### config.mk
export PLATFORM = sky130hd
export DESIGN_NAME = hazard_stall_ctrl
export DESIGN_NICKNAME = d
export VERILOG_FILES = /design/src/rtl/hazard_stall_ctrl_pkg.sv /design/src/rtl/sat_counter.sv /design/src/rtl/hazard_stall_ctrl.sv
export SDC_FILE = /design/constraint.sdc
export NUM_CORES = 1
export LEC_CHECK = 0
export CELL_PAD_IN_SITES_DETAIL_PLACEMENT = 1
export CELL_PAD_IN_SITES_GLOBAL_PLACEMENT = 1
export CORE_ASPECT_RATIO = 0.8
export CORE_UTILIZATION = 38
export CTS_CLUSTER_SIZE = 20
export DETAILED_ROUTE_END_ITERATION = 12
export GPL_TIMING_DRIVEN = 0
export HOLD_SLACK_MARGIN = 0.06
export PLACE_DENSITY_LB_ADDON = 0.12
export SKIP_LAST_GASP = 1
export SLEW_MARGIN = 20
export SYNTH_ARGS = -nofsm -noshare
export SYNTH_HDL_FRONTEND = slang
export SYNTH_SLANG_ARGS = --single-unit
### constraint.sdc
create_clock -name clk -period 2.2 [get_ports clk]
set_clock_uncertainty 0.2 [all_clocks]
set_input_delay 0.55 -clock clk [delete_from_list [all_inputs] [get_ports clk]]
set_output_delay 0.55 -clock clk [all_outputs]
set_load 0.03 [all_outputs]
### src/rtl/hazard_stall_ctrl_pkg.sv
// rtl/hazard_stall_ctrl_pkg.sv - shared FSM encodings, widths and register-match helper
package hazard_stall_ctrl_pkg;

    localparam int REG_ADDR_W = 4;

    typedef enum logic [1:0] {
        HSC_RUN      = 2'd0,
        HSC_MEM_WAIT = 2'd1,
        HSC_ERR_HOLD = 2'd2
    } hsc_state_e;

    // All 16 register IDs are compared; ARM has no hardwired zero register.
    function automatic logic src_match(
        input logic                  wb_en,
        input logic [REG_ADDR_W-1:0] dst,
        input logic [REG_ADDR_W-1:0] src1,
        input logic [REG_ADDR_W-1:0] src2,
        input logic                  two_src
    );
        return wb_en && ((dst == src1) || (two_src && (dst == src2)));
    endfunction

endpackage

### src/rtl/sat_counter.sv
// rtl/sat_counter.sv - saturating event counter with asynchronous active-low clear
module sat_counter #(
    parameter int W = 16
) (
    input  logic         clk,
    input  logic         rst,
    input  logic         inc,
    output logic [W-1:0] count
);

    logic [W-1:0] count_q;
    logic [W-1:0] count_d;

    always_comb begin
        count_d = count_q;
        if (inc && (count_q != {W{1'b1}})) begin
            count_d = count_q + W'(1);
        end
    end

    always_ff @(posedge clk or negedge rst) begin
        if (!rst) begin
            count_q <= '0;
        end else begin
            count_q <= count_d;
        end
    end

    assign count = count_q;

endmodule

### src/rtl/hazard_stall_ctrl.sv
// rtl/hazard_stall_ctrl.sv - load-use / no-forwarding RAW stall and SRAM-wait freeze control
module hazard_stall_ctrl
    import hazard_stall_ctrl_pkg::*;
#(
    parameter int MEM_TIMEOUT = 255,
    parameter int CNT_W       = 16
) (
    input  logic                  clk,
    input  logic                  rst,
    input  logic                  forward_en,
    input  logic                  ID_valid,
    input  logic [REG_ADDR_W-1:0] ID_src1,
    input  logic [REG_ADDR_W-1:0] ID_src2,
    input  logic                  ID_two_src,
    input  logic                  EXE_wb_en,
    input  logic [REG_ADDR_W-1:0] EXE_dst,
    input  logic                  EXE_mem_read,
    input  logic                  MEM_wb_en,
    input  logic [REG_ADDR_W-1:0] MEM_dst,
    input  logic                  MEM_mem_req,
    input  logic                  sram_ready,
    output logic                  hazard,
    output logic                  freeze_all,
    output logic                  mem_timeout,
    output logic [CNT_W-1:0]      hazard_cnt,
    output logic [CNT_W-1:0]      wait_cnt
);

    localparam int TIMER_W = (MEM_TIMEOUT < 1) ? 1 : $clog2(MEM_TIMEOUT + 1);
    localparam logic [TIMER_W-1:0] TIMEOUT_VAL = TIMER_W'(MEM_TIMEOUT);

    generate
        if (MEM_TIMEOUT < 1) begin : g_bad_timeout
            $error("hazard_stall_ctrl: MEM_TIMEOUT must be at least 1");
        end
    endgenerate

    hsc_state_e         state_q, state_d;
    logic [TIMER_W-1:0] timer_q, timer_d;
    logic               timeout_q, timeout_d;

    logic m_exe;
    logic m_mem;
    logic raw_stall;
    logic sram_wait;

    assign m_exe = src_match(EXE_wb_en, EXE_dst, ID_src1, ID_src2, ID_two_src);
    assign m_mem = src_match(MEM_wb_en, MEM_dst, ID_src1, ID_src2, ID_two_src);

    assign raw_stall = forward_en ? (ID_valid && m_exe && EXE_mem_read)
                                  : (ID_valid && (m_exe || m_mem));

    assign sram_wait = MEM_mem_req && !sram_ready;

    // Outputs are gated by rst so they read 0 for the whole reset interval.
    assign freeze_all = rst && sram_wait && (state_q != HSC_ERR_HOLD);
    assign hazard     = rst && raw_stall && !freeze_all;

    always_comb begin
        state_d   = state_q;
        timer_d   = timer_q;
        timeout_d = timeout_q;
        unique case (state_q)
            HSC_RUN: begin
                if (sram_wait) begin
                    state_d = HSC_MEM_WAIT;
                    timer_d = TIMER_W'(1);
                end
            end
            HSC_MEM_WAIT: begin
                // A dropped request (flush/abort) and a completed access both release the wait.
                if (!MEM_mem_req || sram_ready) begin
                    state_d = HSC_RUN;
                    timer_d = '0;
                end else if (timer_q == TIMEOUT_VAL) begin
                    state_d   = HSC_ERR_HOLD;
                    timeout_d = 1'b1;
                end else begin
                    timer_d = timer_q + TIMER_W'(1);
                end
            end
            HSC_ERR_HOLD: begin
                state_d = HSC_ERR_HOLD;
            end
            default: begin
                state_d = HSC_RUN;
                timer_d = '0;
            end
        endcase
    end

    always_ff @(posedge clk or negedge rst) begin
        if (!rst) begin
            state_q   <= HSC_RUN;
            timer_q   <= '0;
            timeout_q <= 1'b0;
        end else begin
            state_q   <= state_d;
            timer_q   <= timer_d;
            timeout_q <= timeout_d;
        end
    end

    assign mem_timeout = timeout_q;

    sat_counter #(.W(CNT_W)) u_hazard_cnt (
        .clk   (clk),
        .rst   (rst),
        .inc   (hazard),
        .count (hazard_cnt)
    );

    sat_counter #(.W(CNT_W)) u_wait_cnt (
        .clk   (clk),
        .rst   (rst),
        .inc   (freeze_all),
        .count (wait_cnt)
    );

endmodule

Word level (Yosys, flattened, before mapping)
Cells that the tools add are included.
- flip-flop bits (word level): 43
- input port bits: 26
- word-level logic and storage cells: 57
- $add $sub $neg: 3
- equal/unequal tests: 13
- mux-type cells: 9
- bitwise gates (word level): 2
- reductions and logical operators: 25
- operators with widths (kind ; number):
    $add A16 B1 Y16 const B ; 2
    $ne A16 B16 Y1 const B ; 2
    $mux W8 ; 3
    $pmux W8 S3 ; 1
    $eq A4 B4 Y1 ; 4
    $logic_and A1 B1 Y1 ; 14
    $add A8 B1 Y8 const B ; 1
    $eq A8 B8 Y1 const B ; 1
    $mux W2 ; 3
    $ne A3 B3 Y1 const B ; 2
    $pmux W2 S3 ; 1
    $reduce_and A3 Y1 ; 2
    $logic_or A1 B1 Y1 ; 4
    $ne A2 B2 Y1 const B ; 2
    $logic_not A1 Y1 ; 3
    $eq A2 B1 Y1 const B ; 1
    $eq A2 B2 Y1 const B ; 1
    $logic_not A2 Y1 ; 1
    $not A1 Y1 ; 2
    $reduce_and A2 Y1 ; 1
    $mux W1 ; 1

Logic depth before layout (Yosys ltp)
- word-level depth: 10
- depth in mapped cells: 7

Cells and area by module
From an unflattened synthesis, not the netlist that was laid out.
- cell total of the unflattened synthesis: 232
- area, all modules: 2503.7 sq um
- by module, submodules not included (module ; times used ; cells each ; area each (sq um)):
    sat_counter ; 2 ; 72 ; 859.6
    hazard_stall_ctrl ; 1 ; 88 ; 784.5

Least setup slack after synthesis
OpenSTA, ideal clock, no wires.
- path kind: input port to output port
- start: input port ID_src1[0]
- end: output port hazard
- arrival: 1558 ps
- setup slack: -108 ps
- stages on the path: 6
- path buffers: 1
- cell sequence: xnor2_1 nand4_1 o22ai_2 o2111ai_4 buf_6 inv_1
- longest elaborated chain between the ends: 8
- elaborated cells between the ends (all ways): 13
- classes of those cells: eq/ne (2); mux (1); reduce/logical (10)
- RTL lines (what ; line ; text):
    from (decl) ; hazard_stall_ctrl.sv:12 ; input logic [REG_ADDR_W-1:0] ID_src1,
    $eq A4 B4 Y1 ; hazard_stall_ctrl_pkg.sv:20 ; return wb_en && ((dst == src1) || (two_src && (dst == src2)));
    $logic_or A1 B1 Y1 ; hazard_stall_ctrl_pkg.sv:20 ;
    $logic_and A1 B1 Y1 ; hazard_stall_ctrl_pkg.sv:20 ;
    $logic_or A1 B1 Y1 / $logic_and A1 B1 Y1 (equally long branches) ; hazard_stall_ctrl.sv:51, hazard_stall_ctrl.sv:50 ;
    $logic_and A1 B1 Y1, on equally long branches ; hazard_stall_ctrl.sv:51, hazard_stall_ctrl.sv:50 ;
    $mux W1 * ; hazard_stall_ctrl.sv:50 ; assign raw_stall = forward_en ? (ID_valid && m_exe && EXE_mem_read)
    $logic_and A1 B1 Y1 * (2 in a row) ; hazard_stall_ctrl.sv:57 ; assign hazard = rst && raw_stall && !freeze_all;
    to (decl) ; hazard_stall_ctrl.sv:22 ; output logic hazard,
Mark *: on every way between the ends. The rest lies on a longest branch, timed or not.

Worst setup path after layout
- start: input port ID_src1[3]
- end: output port hazard
The elaborated chain is that of the path after synthesis.

==> out/summary.txt <==
RSZ-0062 raised after global routing = yes
Worst EP arrival = 1.66 ns
die width = 90.76 um
PortBufs = 60
Longest Clk Path Bufs = 2
Mapped Cells = 227
core area = 6006 sq um
crit-path max FO = 2
antenna viol nets, final = 0
GRT Util Overall = 19.31%
Avg Vias per Cell = 5.192
worst hold slack = 0.08767 ns
most frequent cells in the layout = 43 x dfrtp_1, 23 x nand2_1, 18 x nand3_1, 16 x xor2_1, 16 x clkdlybuf4s50_1
num rows = 25
commonest non-fill, non-tap cell in the layout = dfrtp_1
DR WL/cell = 16.07 um
# nets final = 328
startpoint of the worst register-to-register path = u_hazard_cnt.count[7]
P per Cell Area = 626.7 nW/um^2
Post-Syn Nets = 256
synthesized area = 2395 sq um
area of the die = 6626 sq um
number of I/O pins = 61
area grow syn2layout = 44.10%
post-detail-place hpwl = 4247 um
Max-Cap Viols = 0
Routability Congestion = 0.7249
register area = 1076 sq um
Yosys reg bits = 43
total clock sinks = 43
Final Max Tran Viols = 0
final hold viol count = 0
P_leak = 0.001735 uW
Reg2Reg Depth = 4
clock buffer count from CTS = 5
initial detailed-routing violation count = 44
final core occ = 57.46%
H-tree Lvls = 2
Setup crit end = hazard
Root Driver = clkbuf_8
fmax = 414.8 MHz
Required @ worst endpoint = 1.45 ns
measured slew at the worst slew-check pin = 0.6969 ns
Initial Util = 39.88%
Critical Path End Type = output port
fillers = 657
initial antenna violation count = 0
worst IR drop on VDD = 0.3935 mV
failing checks = negative setup slack
largest net degree at the start of global routing = 30
ratio of cells with drive above 1 in the final layout = 24.67%
clock latency on the worst-skew pair = 0.30 ns
total wire length = 6124 um
multi-input logic area = 1438 sq um
worst rel slew slack = 53.39%
global route total overflow = 0
r2r setup slk = 0.13 ns
final setup fails = 1
vias = 1,978
outcome = complete, but fails checks
CTS tree = yes
Syn Area/Cell = 10.55 sq um
Syn. warnings = 0
sequential fraction of the synthesis area = 44.93%
TritonRoute pass-1 iters = 4
DRC = 0
clk slew on worst S/H paths = 0.09 ns
RR Endpoint = u_hazard_cnt.count[1]
setup ws final = -0.2106 ns
Cell variety after synth = 43
Final min period = 2.411 ns
number of diodes = 0
Hold Crit Class = input pin to asynchronous set/reset pin
CP Class = input pin to output port
Final Cycle Share = 109.6%
vias in the first global route = 1,959
Startpoint Class = input pin
Die Ht = 73.01 um
first-pass GRT wire length = 9991 um
Worst Setup SP = ID_src1[3]
==> cells in the mapped netlist (all sizes together) <==
| cell type | number | share of area [%] |
|---|---|---|
| buf | 2 | 0.63 |
| nor4b | 2 | 0.73 |
| clkbuf | 1 | 0.16 |
| nand2b | 3 | 0.78 |
| nor2 | 7 | 1.2 |
| a311o | 1 | 0.42 |
| nand3 | 19 | 4.0 |
| o21a | 2 | 0.63 |
| mux2 | 6 | 2.8 |
| a21oi | 4 | 0.84 |
| or3 | 1 | 0.26 |
| nor4 | 6 | 3.4 |
| xnor2 | 27 | 9.9 |
| o22ai | 8 | 2.6 |
| o2111ai | 2 | 1.5 |
| dfrtp | 43 | 45 |
| nand2 | 24 | 3.8 |
| o21bai | 1 | 0.31 |
| and4 | 1 | 0.37 |
| a21o | 1 | 0.31 |
| xor2 | 16 | 5.9 |
| inv | 6 | 0.94 |
| nor3 | 8 | 1.9 |
| nor3b | 2 | 0.63 |
| and3 | 10 | 3.1 |
| nor2b | 1 | 0.26 |
| mux2i | 2 | 0.84 |
| nand4 | 7 | 2.7 |
| ha | 3 | 1.6 |
| o21ai | 7 | 1.5 |
| o31ai | 1 | 0.31 |
| a211oi | 1 | 0.31 |
| nand3b | 2 | 0.63 |
==> critical path: stages <==
cell,delay [ns]
buf_4,0.14
xnor2_2,0.14
nand4_1,0.12
o22ai_2,0.21
o2111ai_4,0.17
buf_8,0.16
clkinvlp_4,0.06
buf_6,0.12
==> layer usage <==
| layer | global-route usage, % | wire length [um] | vias to the layer above |
|---|---|---|---|
| met4 | 4.839 | 55 | 0 |
| met5 | 0 | 0 | - |
| li1 | - | - | 960 |
| met1 | 26.94 | 3046 | 972 |
| met3 | 3.542 | 204 | 5 |
| met2 | 31.23 | 2818 | 41 |
==> area by class of cell <==
type                       count  area share [%]
clock inverter                 2           1.124
inverter                       6          0.8339
clock buffer                   6           2.393
tap                           81           2.937
sequential                    43           31.18
multi-input combinational    175           41.66
buffer                         3          0.6526
timing repair buffer          65           19.22
==> where the power goes <==
group	leakage, uW	internal (uW)	switching, uW
Clock	0.0000618	374	291
Combinational	0.00109	248	303
Sequential	0.000580	859	88.3
==> flip-flops by register name (all words and copies together) (netlist names) <==
| signal | flops |
|---|---|
| mem_timeout | 1 |
| state_q | 2 |
| timer_q | 8 |
| u_hazard_cnt.count | 16 |
| u_wait_cnt.count | 16 |
==> stage by stage <==
stage               area [sq um]  setup TNS [ns]  setup slack [ns]  total power (uW)  cells
finish                      3451         -0.2106           -0.2106              2163    381
global route                3451         -0.2404           -0.2400              2268    381
CTS                         3349         -0.2342           -0.2106              2179    381
detailed placement          3143          -16.65            -1.373              1505    369
global placement            3128         -109.86            -2.774              1491    368
floorplan                   2426        -0.07590          -0.07590              1237    227
==> worst min path at each step <==
stage	from	end	slack, ns
4_1_cts	rst	u_hazard_cnt.count[1]	0.08
3_3_place_gp	mem_timeout	mem_timeout	0.26
5_1_grt	rst	u_hazard_cnt.count[1]	0.09
6_report	rst	u_hazard_cnt.count[15]	0.09
2_1_floorplan	rst	mem_timeout	0.05
3_5_place_dp	mem_timeout	mem_timeout	0.28
==> cells by family after synthesis <==
group / share of synthesized area [%]
DFF: 44.93
adders and majority gates: 1.568
AOI/OAI and AO/OA: 8.673
buffers and inverters: 1.724
muxes: 3.657
xor gates and xnor gates: 15.73
and+or+nand+nor: 23.72
==> timing repair <==
action / in CTS / in global routing
setup buffers: 2 / 0
gates resized for setup: 124 / 32
hold buffers: 2 / 0
endpoints found under the setup margin: 33 / 17
endpoints found under the hold margin: 14 / 0
pin swaps: 21 / 10
No activity file was read; power rests on OpenSTA's default activity.
